[src/rtl/picorv32_sim_fifo.sv]
// Synchronous FIFO, parametrised width/depth (depth power of two, >= 2).
//  i_push/i_din : write side; a push on a full FIFO succeeds only when a
//                 pop happens in the same cycle
//  i_pop/o_dout : read side, o_dout shows the head entry
//  o_empty/o_full : occupancy flags
module picorv32_sim_fifo #(
  parameter int W     = 8,
  parameter int DEPTH = 8
) (
  input  logic         clk,
  input  logic         rst,
  input  logic         i_push,
  input  logic [W-1:0] i_din,
  input  logic         i_pop,
  output logic [W-1:0] o_dout,
  output logic         o_empty,
  output logic         o_full
);
  localparam int PW = $clog2(DEPTH);
  localparam logic [PW:0] CNT_FULL = (PW+1)'(DEPTH);

  logic [W-1:0]  r_mem [DEPTH];
  logic [PW-1:0] r_wp, r_rp;
  logic [PW:0]   r_cnt;
  logic          w_pop, w_push;

  assign o_empty = (r_cnt == '0);
  assign o_full  = (r_cnt == CNT_FULL);
  assign o_dout  = r_mem[r_rp];
  assign w_pop   = i_pop && !o_empty;
  assign w_push  = i_push && (!o_full || w_pop);

  // pointers wrap naturally at DEPTH
  always_ff @(posedge clk or posedge rst) begin
    if (rst) begin
      r_wp  <= '0;
      r_rp  <= '0;
      r_cnt <= '0;
    end else begin
      if (w_push) r_wp <= r_wp + 1'b1;
      if (w_pop)  r_rp <= r_rp + 1'b1;
      if (w_push && !w_pop)      r_cnt <= r_cnt + 1'b1;
      else if (w_pop && !w_push) r_cnt <= r_cnt - 1'b1;
    end
  end

  always_ff @(posedge clk) begin
    if (w_push) r_mem[r_wp] <= i_din;
  end
endmodule

[config.mk]
export PLATFORM = sky130hd
export DESIGN_NAME = picorv32_sim_fifo
export DESIGN_NICKNAME = d
export VERILOG_FILES = /design/src/rtl/picorv32_sim_fifo.sv
export SDC_FILE = /design/constraint.sdc
export NUM_CORES = 1
export LEC_CHECK = 0
export BUFFER_PORTS_ARGS = -buffer_cell sky130_fd_sc_hd__buf_2
export CORE_MARGIN = 2
export CORE_UTILIZATION = 55
export DETAILED_ROUTE_END_ITERATION = 10
export GPL_TIMING_DRIVEN = 0
export PLACE_DENSITY = 0.73
export SETUP_SLACK_MARGIN = 0.1
export SYNTH_ARGS = -nofsm -noshare
export SYNTH_HDL_FRONTEND = slang
export SYNTH_SLANG_ARGS = --single-unit
[constraint.sdc]
create_clock -name clk -period 4 [get_ports clk]
set_clock_uncertainty 0.1 [all_clocks]
set_input_delay 0.4 -clock clk [delete_from_list [all_inputs] [get_ports clk]]
set_output_delay 0.4 -clock clk [all_outputs]
set_load 0.01 [all_outputs]
==> Word-level counts from Yosys, hierarchy flattened <==
Memory sizes are Yosys's and may differ from the RTL's.
Index checks and enable logic that the tools add are counted.
{ "totals": {"reg_bits": 10, "ramBits": 64, "output_inout_bits": 10, "n_memories": 1} }
{ "mem_list": {"columns": ["memory", "words", "width", "rd", "rd_ports_with_merged_regs", "write_ports", "line", "rtl"], "rows": [
  ["r_mem", 8, 8, 1, 0, 1, "22", "logic [W-1:0] r_mem [DEPTH];"]
]} }
{ "classes": {"add_sub_neg": 4, "eq_ne": 1, "muxes": 4, "n_reduce_logical": 11} }
{ "op_table": {"columns": ["operator", "count"], "rows": [
  ["two-way mux 4 bit", 2],
  ["adder 3 x 1 -> 3 bit (second input constant)", 2],
  ["adder 4 x 1 -> 4 bit (second input constant)", 1],
  ["== test 4 bit (second input constant)", 1],
  ["logical AND 1 bit", 4],
  ["zero test 1 bit", 4],
  ["zero test 4 bit", 1],
  ["subtractor 4 x 1 -> 4 bit (second input constant)", 1],
  ["two-way mux 1 bit", 2],
  ["nonzero test 2 bit", 1],
  ["logical OR 1 bit", 1]
]} }

==> Depth between registers and ports, before layout <==
Gate-level depths: netlist of the first run.
{ "depth": {"depth_word": 9, "depth_mapped": 9, "depth_no_buf": 9} }

==> Worst setup path after synthesis of the first run <==
Ideal clock, no wire load.
{ "synth_path": {"path_kind": "reg2reg", "from": "reg r_cnt[0]", "to": "reg r_cnt[3]", "setup_time_ps": 131, "t_arrival_ps": 2595, "required_time_ps": 3769, "slack_ps": 1174, "path_stages_with_launch": 10, "n_path_buf": 0, "period_less_slack_ps": 2826, "cell_sequence": "dfrtp_1 > or4b_4 > o21ai_4 > inv_2 > ha_1 > inv_1 > ha_1 > or4_1 > nand3_1 > o211ai_1"} }
{ "synth_via": {"elab_chain_len": 8, "word_cells_on_any_way": 16} }
{ "synth_rtl": {"columns": ["item", "line", "rtl"], "rows": [
  ["from (decl)", "24", "logic [PW:0] r_cnt;"],
  ["from (signal assigned)", "42", "if (w_push && !w_pop) r_cnt <= r_cnt + 1'b1;"],
  ["from (signal assigned)", "43", "else if (w_pop && !w_push) r_cnt <= r_cnt - 1'b1;"],
  ["zero test 4 bit", "27", "assign o_empty = (r_cnt == '0);"],
  ["zero test 1 bit", "30", "assign w_pop = i_pop && !o_empty;"],
  ["logical AND 1 bit", "30", null],
  ["logical OR 1 bit *", "31", "assign w_push = i_push && (!o_full || w_pop);"],
  ["logical AND 1 bit *", "31", null],
  ["via w_push", "25", "logic w_pop, w_push;"],
  ["zero test 1 bit", "43", null],
  ["logical AND 1 bit", "43", null],
  ["nonzero test 2 bit (no source line)", null, null]
]} }
Mark *: on every way through the listed nets, which the timed path passes. The rest lies on a longest branch. The select of a mux whose other input is x is not followed.
A chain may end at the register's enable or synchronous reset.

==> Worst setup path after layout of the first run <==
Same ends and word-level chain as after synthesis.

==> impl_metrics.xml, run 1 <==
<?xml version="1.0" encoding="UTF-8"?>
<metrics>
  <group name="run_status">
    <metric name="status" unit="">finished clean</metric>
  </group>
  <group name="power_and_ir_drop">
    <metric name="power_consumption" unit="mW">2.62</metric>
    <metric name="vdd_ir_drop_max" unit="mV">0.424</metric>
    <metric name="power.density_cell_area" unit="nW/um2">742</metric>
    <metric name="total_leakage_power" unit="nW">1.23</metric>
  </group>
  <group name="floorplan">
    <metric name="die-width" unit="um">78.7</metric>
    <metric name="die-height" unit="um">78.7</metric>
    <metric name="core.rowCount" unit="">27</metric>
    <metric name="core_area" unit="um2">5440</metric>
    <metric name="initial_utilization" unit="%">56.4</metric>
    <metric name="design.portCount" unit="">22</metric>
    <metric name="design.die.area" unit="um2">6190</metric>
  </group>
  <group name="synth">
    <metric name="synth.ff_latch_count" unit="">74</metric>
    <metric name="netlist_area" unit="um2">3070</metric>
    <metric name="yosysWarningCount" unit="">0</metric>
    <metric name="synth.cells.most_frequent" unit="">sky130_fd_sc_hd__edfxtp_1, sky130_fd_sc_hd__mux4_2, sky130_fd_sc_hd__dfrtp_1</metric>
    <metric name="synthesis.nets" unit="">175</metric>
    <metric name="synth-async-reset-ratio" unit="%">13.5</metric>
    <metric name="syn-instance-count" unit="">157</metric>
    <metric name="ys.flop_type" unit="">sky130_fd_sc_hd__edfxtp_1</metric>
    <metric name="mean_instance_size_in_the_synthesized_netlist" unit="um2">19.5</metric>
    <metric name="yosysTopAreaCell" unit="">sky130_fd_sc_hd__edfxtp_1</metric>
    <metric name="dominant_cell_by_count_in_the_synthesized_netlist" unit="">sky130_fd_sc_hd__edfxtp_1</metric>
    <metric name="synth.area.top_cells" unit="">sky130_fd_sc_hd__edfxtp_1, sky130_fd_sc_hd__mux4_2, sky130_fd_sc_hd__dfrtp_1, sky130_fd_sc_hd__mux2_2, sky130_fd_sc_hd__ha_1</metric>
    <metric name="synth_top_cell_area_share" unit="%">62.6</metric>
    <metric name="synth_cell_types" unit="">33</metric>
    <metric name="synth_edf_count" unit="">64</metric>
    <metric name="seq_area_frac_synth" unit="%">70.8</metric>
  </group>
  <group name="critical_path">
    <metric name="crit_top_cell" unit="">sky130_fd_sc_hd__ha_1</metric>
    <metric name="cp_max_fo" unit="">7</metric>
    <metric name="cp_slowest_stage_delay" unit="ps">620</metric>
    <metric name="worst_r2r_path_depth" unit="">9</metric>
    <metric name="r2r-start" unit="">r_cnt[0]</metric>
    <metric name="worst_path_dominant_cell_family" unit="">simple AND/OR/NAND/NOR gates</metric>
    <metric name="worst-r2r-setup-slack" unit="ps">850</metric>
    <metric name="cp_cell_sequence" unit="">or4b_4, o21ai_4, inv_2, ha_1, inv_1, ha_1, or4_1, nand3_1, o211ai_1</metric>
    <metric name="cpMaxStageDelayCell" unit="">sky130_fd_sc_hd__or4b_4</metric>
    <metric name="rr_endpoint" unit="">r_cnt[3]</metric>
    <metric name="cp-end-kind" unit="">flop</metric>
    <metric name="timing.critical_path.arrival" unit="ps">3270</metric>
    <metric name="path_class" unit="">reg -&gt; reg</metric>
    <metric name="setup.worst_path.start_class" unit="">flop</metric>
    <metric name="cp.required" unit="ps">4110</metric>
    <metric name="critPathBufInv" unit="">2</metric>
  </group>
  <group name="cells_and_area">
    <metric name="finalCoreUtilization" unit="%">65.0</metric>
    <metric name="final-instance-count-excl-fill" unit="">268</metric>
    <metric name="area_growth_syn_to_layout" unit="%">15.2</metric>
    <metric name="layout-drive-gt1-share" unit="%">37.8</metric>
    <metric name="nNetsFinal" unit="">209</metric>
    <metric name="fillers" unit="">359</metric>
    <metric name="antennaDiodeCount" unit="">0</metric>
  </group>
  <group name="drt">
    <metric name="drt_first_pass_iters" unit="">4</metric>
    <metric name="detail_route.iter0.violations" unit="">77</metric>
    <metric name="routedWlPerCell" unit="um">19.4</metric>
    <metric name="post-route-drc-count" unit="">0</metric>
    <metric name="num_vias" unit="">1544</metric>
    <metric name="totalWireLength" unit="um">5200</metric>
    <metric name="via_per_inst" unit="">5.76</metric>
    <metric name="antenna_violating_nets_post_route" unit="">0</metric>
  </group>
  <group name="clock_network">
    <metric name="clockBufferDepth" unit="">2</metric>
    <metric name="tritoncts_buffer_count" unit="">9</metric>
    <metric name="cts.reportedPaths.clkPinSlew" unit="ps">70</metric>
    <metric name="clock_sinks" unit="">74</metric>
    <metric name="clockRootBuffer" unit="">sky130_fd_sc_hd__clkbuf_8</metric>
    <metric name="cts_htree_levels" unit="">3</metric>
    <metric name="worst_skew_pair.late_latency" unit="ps">340</metric>
    <metric name="post-cts-setup-buffer-count" unit="">0</metric>
    <metric name="cts_tree" unit="">yes</metric>
  </group>
  <group name="place">
    <metric name="total_half_perimeter_wirelength_after_legalization_and_detailed_placement" unit="um">3430</metric>
    <metric name="detailedPlace.worstSlack" unit="ps">890</metric>
    <metric name="dp_cells" unit="">251</metric>
    <metric name="gp_congestion" unit="">0.831</metric>
    <metric name="port_buffers" unit="">21</metric>
  </group>
  <group name="global_routing">
    <metric name="grtUsageTotal" unit="%">19.3</metric>
    <metric name="grt_remaining_overflow" unit="">0</metric>
    <metric name="grt_pass1_vias" unit="">1602</metric>
    <metric name="grt_antenna_before_repair" unit="">0</metric>
    <metric name="grt_pass1_wl" unit="um">8440</metric>
    <metric name="grt_start_max_net_pins" unit="">13</metric>
  </group>
  <group name="sta">
    <metric name="final.setup.tns" unit="ps">0</metric>
    <metric name="max_freq" unit="GHz">0.317</metric>
    <metric name="unrepaired_setup_endpoints_after_global_routing" unit="">false</metric>
    <metric name="setup_viol_count_final" unit="">0</metric>
    <metric name="slew_headroom" unit="%">5.57</metric>
    <metric name="finalHoldViolCount" unit="">0</metric>
    <metric name="period_share" unit="%">78.8</metric>
    <metric name="worst_max_slew_pin_slew" unit="ps">1410</metric>
    <metric name="period_minus_slack" unit="ps">3150</metric>
    <metric name="final-max-slew-violation-count" unit="">0</metric>
    <metric name="final_critical_path_setup_slack" unit="ps">847</metric>
  </group>
  <group name="hold_path">
    <metric name="min_delay_path_depth" unit="">1</metric>
    <metric name="min_from" unit="">i_din[7]</metric>
    <metric name="holdCritPathClass" unit="">in -&gt; reg</metric>
    <metric name="holdPathEnd" unit="">r_mem[4][7]</metric>
  </group>
  <group name="job">
    <metric name="max_cap_violations" unit="">0</metric>
  </group>
</metrics>
[cells by family after synthesis]
kind of cell / share of synthesized area [%]
flops: 70.8
mux: 16.2
simple gates: 4.24
buf+inv: 1.67
compound gates: 2.65
xor+xnor: 1.71
fa+ha+maj: 2.69
[per-layer routing]
metal / wire length [um] / vias up / track usage [%] / share of wire (%)
met5: 0 / - / 0 / 0
met4: 57 / 0 / 6.84 / 1.1
met3: 164 / 10 / 5.17 / 3.2
met2: 2700 / 34 / 30.7 / 52
met1: 2270 / 797 / 25.9 / 44
li1: - / 703 / - / -
[cell usage in the layout (no fill, tap or decap), drive strengths merged]
master       count
nor2             4
ha               5
xor2             1
inv              5
nand3            3
nand3b           2
nor4             2
fa               1
edfxtp          64
mux2            11
o21ai            2
buf             26
a21oi            2
dfrtp           10
nand2            2
bufinv           3
o211ai           3
a2111o           1
nor3             5
o41ai            1
clkinv           3
clkbuf          12
xnor2            5
or4              1
nand2b           2
mux4            16
mux2i            1
dlygate4sd3      1
or3              1
or4b             1
[state kept, by name, summed over array words and instances (netlist names)]
name,flops
r_cnt,4
r_mem,64
r_rp,3
r_wp,3
[stage by stage]
stage / hold WS [ps] / area, um2
final: 227 / 3530
after global placement: 289 / 3260
after floorplan: 140 / 3070
after global routing: 227 / 3530
after detailed placement: 303 / 3290
after CTS: 206 / 3530
[worst register-to-register path: stages (launching register included)]
cell and delay (ps):
sky130_fd_sc_hd__dfrtp_1 480, sky130_fd_sc_hd__or4b_4 620, sky130_fd_sc_hd__o21ai_4 310, sky130_fd_sc_hd__inv_2 50, sky130_fd_sc_hd__ha_1 250, sky130_fd_sc_hd__inv_1 160, sky130_fd_sc_hd__ha_1 320, sky130_fd_sc_hd__or4_1 530
sky130_fd_sc_hd__nand3_1 120, sky130_fd_sc_hd__o211ai_1 100
[what timing repair did]
item	CTS	global route
setup endpoints to repair	0	0
endpoints found under the hold margin	10	0
gates resized for setup	0	0
hold buffers	1	0
[worst max-delay path by stage]
stage / startpoint / endpoint / cells after the start / slack (ps)
finish: r_cnt[0] / r_cnt[3] / 9 / 850
global route: r_cnt[0] / r_cnt[3] / 9 / 680
CTS: r_cnt[0] / r_cnt[3] / 9 / 870
detailed placement: r_cnt[0] / r_cnt[3] / 9 / 890
global placement: r_cnt[0] / r_cnt[3] / 9 / 1060
floorplan: r_cnt[0] / r_cnt[3] / 9 / 1170
[power breakdown]
group	switching, mW	internal, mW	total, mW
logic	0.429	0.433	0.862
clock network	0.257	0.411	0.668
registers	0.0971	0.996	1.09
[layout make-up]
type	instances	area, um2	share of cell area, %
clock inverters	6	105	2.97
flip-flops and latches	74	2170	61.5
multi-input cells	72	866	24.5
well taps	72	90.1	2.55
repair buffers	23	123	3.47
inverters	5	18.8	0.531
plain buffers	6	32.5	0.920
clock buffers	10	128	3.61
Note: power is estimated with default switching activity, not from simulation.
==> inputs of run 2 (changes only) <==
--- a/config.mk
+++ b/config.mk
@@ -5,6 +5,7 @@
 export SDC_FILE = /design/constraint.sdc
 export NUM_CORES = 1
 export LEC_CHECK = 0
+export ABC_AREA = 1
 export BUFFER_PORTS_ARGS = -buffer_cell sky130_fd_sc_hd__buf_2
 export CORE_MARGIN = 2
 export CORE_UTILIZATION = 55
==> constraint.sdc (replaced) <==
create_clock -name clk -period 2.91 [get_ports clk]
set_clock_uncertainty 0.1 [all_clocks]
set_input_delay 0.291 -clock clk [delete_from_list [all_inputs] [get_ports clk]]
set_output_delay 0.291 -clock clk [all_outputs]
set_load 0.01 [all_outputs]
==> impl_metrics.xml, run 2 <==
<?xml version="1.0" encoding="UTF-8"?>
<metrics>
  <group name="run_status">
    <metric name="status" unit="">finished clean</metric>
  </group>
  <group name="place">
    <metric name="port_buffers" unit="">21</metric>
    <metric name="gp_congestion" unit="">0.848</metric>
    <metric name="total_half_perimeter_wirelength_after_legalization_and_detailed_placement" unit="um">4330</metric>
  </group>
  <group name="power_and_ir_drop">
    <metric name="power.internal" unit="mW">2.24</metric>
    <metric name="comb_power_share" unit="%">40.0</metric>
    <metric name="p_clk_share" unit="%">19.9</metric>
    <metric name="sw_share" unit="%">38.3</metric>
    <metric name="pwr-share-seq" unit="%">40.1</metric>
    <metric name="vdd_ir_drop_max" unit="mV">0.602</metric>
    <metric name="power_consumption" unit="mW">3.63</metric>
    <metric name="power.density_cell_area" unit="nW/um2">1010</metric>
    <metric name="power.switching" unit="mW">1.39</metric>
    <metric name="total_leakage_power" unit="nW">1.49</metric>
  </group>
  <group name="clock_network">
    <metric name="clock_sinks" unit="">74</metric>
    <metric name="clockBufferDepth" unit="">2</metric>
    <metric name="tritoncts_buffer_count" unit="">9</metric>
    <metric name="cts.reportedPaths.clkPinSlew" unit="ps">70</metric>
    <metric name="cts_htree_levels" unit="">3</metric>
    <metric name="clockRootBuffer" unit="">sky130_fd_sc_hd__clkbuf_8</metric>
    <metric name="cts_tree" unit="">yes</metric>
    <metric name="worst_skew_pair.late_latency" unit="ps">330</metric>
  </group>
  <group name="cells_and_area">
    <metric name="antennaDiodeCount" unit="">0</metric>
    <metric name="largest-register" unit="">r_mem</metric>
    <metric name="area_growth_syn_to_layout" unit="%">12.4</metric>
    <metric name="nNetsFinal" unit="">350</metric>
    <metric name="seqCellArea" unit="um2">2170</metric>
    <metric name="mostFrequentLayoutCell" unit="">sky130_fd_sc_hd__nand2_1</metric>
    <metric name="layout-drive-gt1-share" unit="%">14.9</metric>
    <metric name="largest_register_ffs" unit="">64</metric>
    <metric name="mostFrequentLayoutCells" unit="">sky130_fd_sc_hd__nand2_1, sky130_fd_sc_hd__edfxtp_1, sky130_fd_sc_hd__o21ai_1</metric>
    <metric name="largest_registers" unit="">r_mem (64), r_cnt (4)</metric>
    <metric name="fillers" unit="">459</metric>
    <metric name="multi_input_area" unit="um2">926</metric>
  </group>
  <group name="floorplan">
    <metric name="core.rowCount" unit="">27</metric>
    <metric name="die-height" unit="um">80.4</metric>
    <metric name="core_area" unit="um2">5570</metric>
    <metric name="initial_utilization" unit="%">57.6</metric>
    <metric name="design.die.area" unit="um2">6470</metric>
    <metric name="design.portCount" unit="">22</metric>
    <metric name="die-width" unit="um">80.4</metric>
  </group>
  <group name="critical_path">
    <metric name="r2r-start" unit="">r_cnt[0]</metric>
    <metric name="rr_endpoint" unit="">r_cnt[3]</metric>
    <metric name="cp.required" unit="ps">3030</metric>
    <metric name="worst-r2r-setup-slack" unit="ps">370</metric>
    <metric name="setup.worst_path.start_class" unit="">flop</metric>
    <metric name="cpMaxStageDelayCell" unit="">sky130_fd_sc_hd__dfrtp_1</metric>
    <metric name="cp_max_fo" unit="">8</metric>
    <metric name="cp_cell_sequence" unit="">nor2_1, nand4_1, nand2_2, inv_1, ha_1, inv_1, ha_1, or2_2, nand2_1, nand2_1, nand3_1, nand2_1</metric>
    <metric name="cp_slowest_stage_delay" unit="ps">470</metric>
    <metric name="cp-end-kind" unit="">flop</metric>
    <metric name="worst_r2r_path_depth" unit="">12</metric>
    <metric name="timing.critical_path.arrival" unit="ps">2670</metric>
    <metric name="path_class" unit="">reg -&gt; reg</metric>
    <metric name="crit_top_cell" unit="">sky130_fd_sc_hd__nand2_1</metric>
  </group>
  <group name="drt">
    <metric name="num_vias" unit="">2183</metric>
    <metric name="totalWireLength" unit="um">6850</metric>
    <metric name="detail_route.iter0.violations" unit="">167</metric>
    <metric name="via_per_inst" unit="">5.35</metric>
    <metric name="post-route-drc-count" unit="">0</metric>
    <metric name="antenna_violating_nets_post_route" unit="">0</metric>
    <metric name="drt_first_pass_iters" unit="">5</metric>
    <metric name="routedWlPerCell" unit="um">16.8</metric>
  </group>
  <group name="sta">
    <metric name="slew_headroom" unit="%">37.4</metric>
    <metric name="final-max-slew-violation-count" unit="">0</metric>
    <metric name="worst_max_slew_pin_slew" unit="ps">936</metric>
    <metric name="period_share" unit="%">87.4</metric>
    <metric name="max_freq" unit="GHz">0.393</metric>
    <metric name="setup_viol_count_final" unit="">0</metric>
    <metric name="final.setup.tns" unit="ps">0</metric>
    <metric name="finalHoldViolCount" unit="">0</metric>
    <metric name="period_minus_slack" unit="ps">2540</metric>
    <metric name="unrepaired_setup_endpoints_after_global_routing" unit="">false</metric>
    <metric name="timing.hold.ws" unit="ps">133</metric>
  </group>
  <group name="global_routing">
    <metric name="grtUsageTotal" unit="%">23.0</metric>
    <metric name="grt_start_max_net_pins" unit="">12</metric>
    <metric name="grt_pass1_wl" unit="um">10500</metric>
    <metric name="grt_remaining_overflow" unit="">0</metric>
    <metric name="grt_pass1_vias" unit="">2064</metric>
    <metric name="grt_antenna_before_repair" unit="">0</metric>
  </group>
  <group name="synth">
    <metric name="ys.flop_type" unit="">sky130_fd_sc_hd__edfxtp_1</metric>
    <metric name="synth.ff_latch_count" unit="">74</metric>
    <metric name="synthesis.nets" unit="">317</metric>
    <metric name="dominant_cell_by_count_in_the_synthesized_netlist" unit="">sky130_fd_sc_hd__nand2_1</metric>
    <metric name="mean_instance_size_in_the_synthesized_netlist" unit="um2">10.7</metric>
    <metric name="synth.area.top_cells" unit="">sky130_fd_sc_hd__edfxtp_1, sky130_fd_sc_hd__nand2_1, sky130_fd_sc_hd__dfrtp_1, sky130_fd_sc_hd__o21ai_1, sky130_fd_sc_hd__nor2_1</metric>
    <metric name="synth_cell_types" unit="">24</metric>
    <metric name="netlist_area" unit="um2">3210</metric>
    <metric name="synth-async-reset-ratio" unit="%">13.5</metric>
    <metric name="synth_top_cell_area_share" unit="%">59.8</metric>
    <metric name="synth.cells.most_frequent" unit="">sky130_fd_sc_hd__nand2_1, sky130_fd_sc_hd__edfxtp_1, sky130_fd_sc_hd__o21ai_1</metric>
    <metric name="syn-instance-count" unit="">299</metric>
    <metric name="yosysTopAreaCell" unit="">sky130_fd_sc_hd__edfxtp_1</metric>
    <metric name="yosysWarningCount" unit="">0</metric>
    <metric name="synth_edf_count" unit="">64</metric>
    <metric name="seq_area_frac_synth" unit="%">67.6</metric>
  </group>
  <group name="hold_path">
    <metric name="min_from" unit="">i_din[5]</metric>
    <metric name="holdPathEnd" unit="">r_mem[3][5]</metric>
    <metric name="holdCritPathClass" unit="">in -&gt; reg</metric>
    <metric name="min_delay_path_depth" unit="">1</metric>
  </group>
  <group name="job">
    <metric name="max_cap_violations" unit="">0</metric>
  </group>
</metrics>
## run 2: cell count changes after synthesis, moves of 3 or more
cell	before	now
sky130_fd_sc_hd__nor2_1	4	22
sky130_fd_sc_hd__o21ai_0	0	7
sky130_fd_sc_hd__inv_1	3	13
sky130_fd_sc_hd__nand2_1	2	116
sky130_fd_sc_hd__mux4_2	16	0
sky130_fd_sc_hd__mux2_2	8	0
sky130_fd_sc_hd__nand3_1	3	7
sky130_fd_sc_hd__o211ai_1	3	0
sky130_fd_sc_hd__o21ai_1	1	27
## run 2: per-layer routing
metal	part of all wire, %	up-vias	global-route usage, %	routed length, um
met3	5.7	8	3.26	393
met4	1.2	0	9.49	82
met1	44	1036	30.6	3000
met5	0	-	0	0
li1	-	1064	-	-
met2	49	75	38.3	3380
## run 2: cell type report
cell class	count	share of cell area (%)
flip-flops and latches	74	60.2
inverters	15	1.63
multi-input cells	200	25.6
clock inverters	6	1.35
plain buffers	10	2.11
well taps	72	2.49
repair buffers	22	3.19
clock buffers	9	3.43
## run 2: cells by family after synthesis
kind of cell             synth area share, %
AO/OA/AOI/OAI                           5.45
XOR/XNOR                                1.36
adder cells (fa/ha/maj)                 2.57
buffers and inverters                   4.21
flip-flops                              67.6
AND/OR/NAND/NOR                         18.8
## run 2: critical path, delay by kind of cell, from the launching register on
| kind | cells | cell delay [ps] |
|---|---|---|
| and+or+nand+nor | 8 | 1160 |
| buffers and inverters | 2 | 210 |
| adders and majority gates | 2 | 500 |
| DFF | 1 | 470 |
## run 2: power groups by stage
stage               Combinational (mW)  Clock (mW)  Sequential [mW]
detailed placement                1.44           0             1.48
floorplan                         1.02           0             1.45
global placement                  1.39           0             1.47
CTS                               1.44       0.730             1.46
global route                      1.65       0.773             1.47
finish                            1.45       0.723             1.45
## run 2: how the worst max path moves through the flow
stage                        start     endpoint  slack (ps)
final                     r_cnt[0]     r_cnt[3]         370
after global routing      r_cnt[0]     r_cnt[3]         160
after CTS                 r_cnt[0]  r_mem[3][6]         300
after detailed placement  r_cnt[0]  r_mem[3][4]         320
after global placement    r_cnt[0]  r_mem[3][4]         390
after floorplan           r_cnt[0]     r_cnt[3]         700
## run 2: per-stage QoR
| stage | worst slack (ps) | cell area, um2 | utilization [%] | std cells |
|---|---|---|---|---|
| floorplan | 696 | 3210 | - | 299 |
| global placement | 393 | 3410 | 61.1 | 392 |
| detailed placement | 316 | 3410 | 61.1 | 392 |
| CTS | 296 | 3590 | 64.4 | 408 |
| global route | 160 | 3610 | 64.8 | 408 |
| finish | 366 | 3610 | 64.8 | 408 |
## run 2: what timing repair did
item                                    CTS  global route
hold endpoints to repair                 10             0
setup buffers                             0             0
gates resized for setup                   0             0
hold buffers                              1             0
endpoints found under the setup margin    0             0
==> inputs of run 3 (changes only) <==
--- a/config.mk
+++ b/config.mk
@@ -8,10 +8,10 @@
 export ABC_AREA = 1
 export BUFFER_PORTS_ARGS = -buffer_cell sky130_fd_sc_hd__buf_2
 export CORE_MARGIN = 2
-export CORE_UTILIZATION = 55
+export CORE_UTILIZATION = 50
 export DETAILED_ROUTE_END_ITERATION = 10
 export GPL_TIMING_DRIVEN = 0
-export PLACE_DENSITY = 0.73
+export PLACE_DENSITY = 0.67
 export SETUP_SLACK_MARGIN = 0.1
 export SYNTH_ARGS = -nofsm -noshare
 export SYNTH_HDL_FRONTEND = slang
==> impl_metrics.xml, run 3 (synthesis gave the netlist of run 2 again) <==
<?xml version="1.0" encoding="UTF-8"?>
<metrics>
  <group name="run_status">
    <metric name="status" unit="">finished clean</metric>
  </group>
  <group name="floorplan">
    <metric name="core.rowCount" unit="">29</metric>
    <metric name="die-width" unit="um">84.2</metric>
    <metric name="design.die.area" unit="um2">7080</metric>
    <metric name="initial_utilization" unit="%">51.2</metric>
    <metric name="die-height" unit="um">84.2</metric>
    <metric name="design.portCount" unit="">22</metric>
    <metric name="core_area" unit="um2">6280</metric>
  </group>
  <group name="clock_network">
    <metric name="clockBufferDepth" unit="">2</metric>
    <metric name="cts.reportedPaths.clkPinSlew" unit="ps">70</metric>
    <metric name="tritoncts_buffer_count" unit="">9</metric>
    <metric name="cts_tree" unit="">yes</metric>
    <metric name="worst_skew_pair.late_latency" unit="ps">340</metric>
    <metric name="clock_sinks" unit="">74</metric>
    <metric name="cts_htree_levels" unit="">3</metric>
    <metric name="clockRootBuffer" unit="">sky130_fd_sc_hd__clkbuf_8</metric>
  </group>
  <group name="drt">
    <metric name="totalWireLength" unit="um">6830</metric>
    <metric name="drt_first_pass_iters" unit="">4</metric>
    <metric name="antenna_violating_nets_post_route" unit="">0</metric>
    <metric name="routedWlPerCell" unit="um">16.5</metric>
    <metric name="detail_route.iter0.violations" unit="">185</metric>
    <metric name="via_per_inst" unit="">5.16</metric>
    <metric name="post-route-drc-count" unit="">0</metric>
    <metric name="num_vias" unit="">2136</metric>
  </group>
  <group name="power_and_ir_drop">
    <metric name="total_leakage_power" unit="nW">1.51</metric>
    <metric name="power_consumption" unit="mW">3.73</metric>
    <metric name="vdd_ir_drop_max" unit="mV">0.556</metric>
    <metric name="power.density_cell_area" unit="nW/um2">1020</metric>
  </group>
  <group name="cells_and_area">
    <metric name="largest_registers" unit="">r_mem (64), r_cnt (4)</metric>
    <metric name="mostFrequentLayoutCells" unit="">sky130_fd_sc_hd__nand2_1, sky130_fd_sc_hd__edfxtp_1, sky130_fd_sc_hd__o21ai_1</metric>
    <metric name="multi_input_area" unit="um2">931</metric>
    <metric name="largest-register" unit="">r_mem</metric>
    <metric name="finalCoreUtilization" unit="%">58.2</metric>
    <metric name="fillers" unit="">546</metric>
    <metric name="mostFrequentLayoutCell" unit="">sky130_fd_sc_hd__nand2_1</metric>
    <metric name="antennaDiodeCount" unit="">0</metric>
    <metric name="area_growth_syn_to_layout" unit="%">13.8</metric>
    <metric name="seqCellArea" unit="um2">2170</metric>
    <metric name="nNetsFinal" unit="">351</metric>
    <metric name="layout-drive-gt1-share" unit="%">15.4</metric>
    <metric name="largest_register_ffs" unit="">64</metric>
  </group>
  <group name="sta">
    <metric name="unrepaired_setup_endpoints_after_global_routing" unit="">false</metric>
    <metric name="final-max-slew-violation-count" unit="">0</metric>
    <metric name="finalHoldViolCount" unit="">0</metric>
    <metric name="period_minus_slack" unit="ps">2520</metric>
    <metric name="max_freq" unit="GHz">0.396</metric>
    <metric name="slew_headroom" unit="%">38.7</metric>
    <metric name="worst_max_slew_pin_slew" unit="ps">916</metric>
    <metric name="final.setup.tns" unit="ps">0</metric>
    <metric name="period_share" unit="%">86.7</metric>
    <metric name="setup_viol_count_final" unit="">0</metric>
    <metric name="final_critical_path_setup_slack" unit="ps">388</metric>
  </group>
  <group name="critical_path">
    <metric name="worst_r2r_path_depth" unit="">12</metric>
    <metric name="r2r-start" unit="">r_cnt[0]</metric>
    <metric name="path_class" unit="">reg -&gt; reg</metric>
    <metric name="setup.worst_path.start_class" unit="">flop</metric>
    <metric name="timing.critical_path.arrival" unit="ps">2650</metric>
    <metric name="cp_max_fo" unit="">8</metric>
    <metric name="cp_cell_sequence" unit="">nor2_1, nand4_1, nand2_4, inv_1, ha_1, inv_1, ha_1, or2_2, nand2_1, nand2_1, nand3_1, nand2_1</metric>
    <metric name="worst-r2r-setup-slack" unit="ps">390</metric>
    <metric name="rr_endpoint" unit="">r_cnt[3]</metric>
    <metric name="crit_top_cell" unit="">sky130_fd_sc_hd__nand2_1</metric>
    <metric name="cp-end-kind" unit="">flop</metric>
    <metric name="cpMaxStageDelayCell" unit="">sky130_fd_sc_hd__dfrtp_1</metric>
    <metric name="cp_slowest_stage_delay" unit="ps">460</metric>
    <metric name="cp.required" unit="ps">3040</metric>
  </group>
  <group name="global_routing">
    <metric name="grt_start_max_net_pins" unit="">12</metric>
    <metric name="grt_antenna_before_repair" unit="">0</metric>
    <metric name="grtUsageTotal" unit="%">20.8</metric>
    <metric name="grt_pass1_wl" unit="um">10900</metric>
    <metric name="grt_remaining_overflow" unit="">0</metric>
    <metric name="grt_pass1_vias" unit="">2111</metric>
  </group>
  <group name="job">
    <metric name="max_cap_violations" unit="">0</metric>
  </group>
  <group name="place">
    <metric name="total_half_perimeter_wirelength_after_legalization_and_detailed_placement" unit="um">4250</metric>
    <metric name="gp_congestion" unit="">0.765</metric>
    <metric name="port_buffers" unit="">21</metric>
    <metric name="detailedPlace.worstSlack" unit="ps">305</metric>
  </group>
  <group name="hold_path">
    <metric name="holdCritPathClass" unit="">in -&gt; reg</metric>
    <metric name="min_from" unit="">i_din[5]</metric>
    <metric name="min_delay_path_depth" unit="">1</metric>
    <metric name="holdPathEnd" unit="">r_mem[2][5]</metric>
  </group>
</metrics>
==> run 3: changes by cell type in the layout (fill, tap and decap cells not counted) <==
cell                        previous run  this run
sky130_fd_sc_hd__buf_4                 2         3
sky130_fd_sc_hd__bufinv_16             1         2
sky130_fd_sc_hd__clkbuf_1              0         2
sky130_fd_sc_hd__clkinv_1              5         2
sky130_fd_sc_hd__nand2_2               2         1
sky130_fd_sc_hd__nand2_4               0         1
==> run 3: final cells by class <==
type / count / area share (%)
inverter: 15 / 1.61
tap: 77 / 2.64
clock buffer: 11 / 3.59
multi-input combinational: 200 / 25.5
clock inverter: 4 / 1.85
buffer: 10 / 2.09
sequential: 74 / 59.4
timing repair buffer: 23 / 3.35
==> run 3: routing by layer <==
| metal | wire length, um | vias up | GRT usage (%) |
|---|---|---|---|
| met5 | 0 | - | 0 |
| met4 | 105 | 0 | 8.50 |
| met3 | 344 | 9 | 3.24 |
| met2 | 3380 | 64 | 33.5 |
| met1 | 2990 | 992 | 28.7 |
| li1 | - | 1071 | - |
==> run 3: stage by stage <==
step | hold slack, ps | instances | instance area, um2
after global routing | 133 | 414 | 3660
final | 124 | 414 | 3660
after global placement | 182 | 397 | 3410
after CTS | 116 | 413 | 3620
after detailed placement | 188 | 397 | 3410
after floorplan | 31.2 | 299 | 3210
==> run 3: worst max path at each step <==
stage	start	to	slack [ps]	cells past startpoint
detailed placement	r_cnt[0]	r_mem[5][4]	300	4
global route	r_cnt[0]	r_cnt[3]	150	12
CTS	r_cnt[0]	r_mem[5][7]	300	4
finish	r_cnt[0]	r_cnt[3]	390	12
global placement	r_cnt[0]	r_mem[5][4]	380	4
floorplan	r_cnt[0]	r_cnt[3]	700	12
==> run 3: report_power, final <==
part / internal, mW / switching [mW]
clock network: 0.474 / 0.350
registers: 1.34 / 0.112
logic: 0.520 / 0.933
total: 2.34 / 1.39
==> run 3: critical path, delay by kind of cell, from the launching register on <==
kind | cells | cell delay (ps)
buffers and inverters | 2 | 200
adders and majority gates | 2 | 490
DFF | 1 | 460
and+or+nand+nor | 8 | 1150
==> run 3: timing repair <==
action                                  in CTS  in global routing
endpoints found under the hold margin       10                  0
endpoints found under the setup margin       0                  1
resized for setup                            0                  1
hold buffers                                 1                  0
buffers inserted                             0                  1
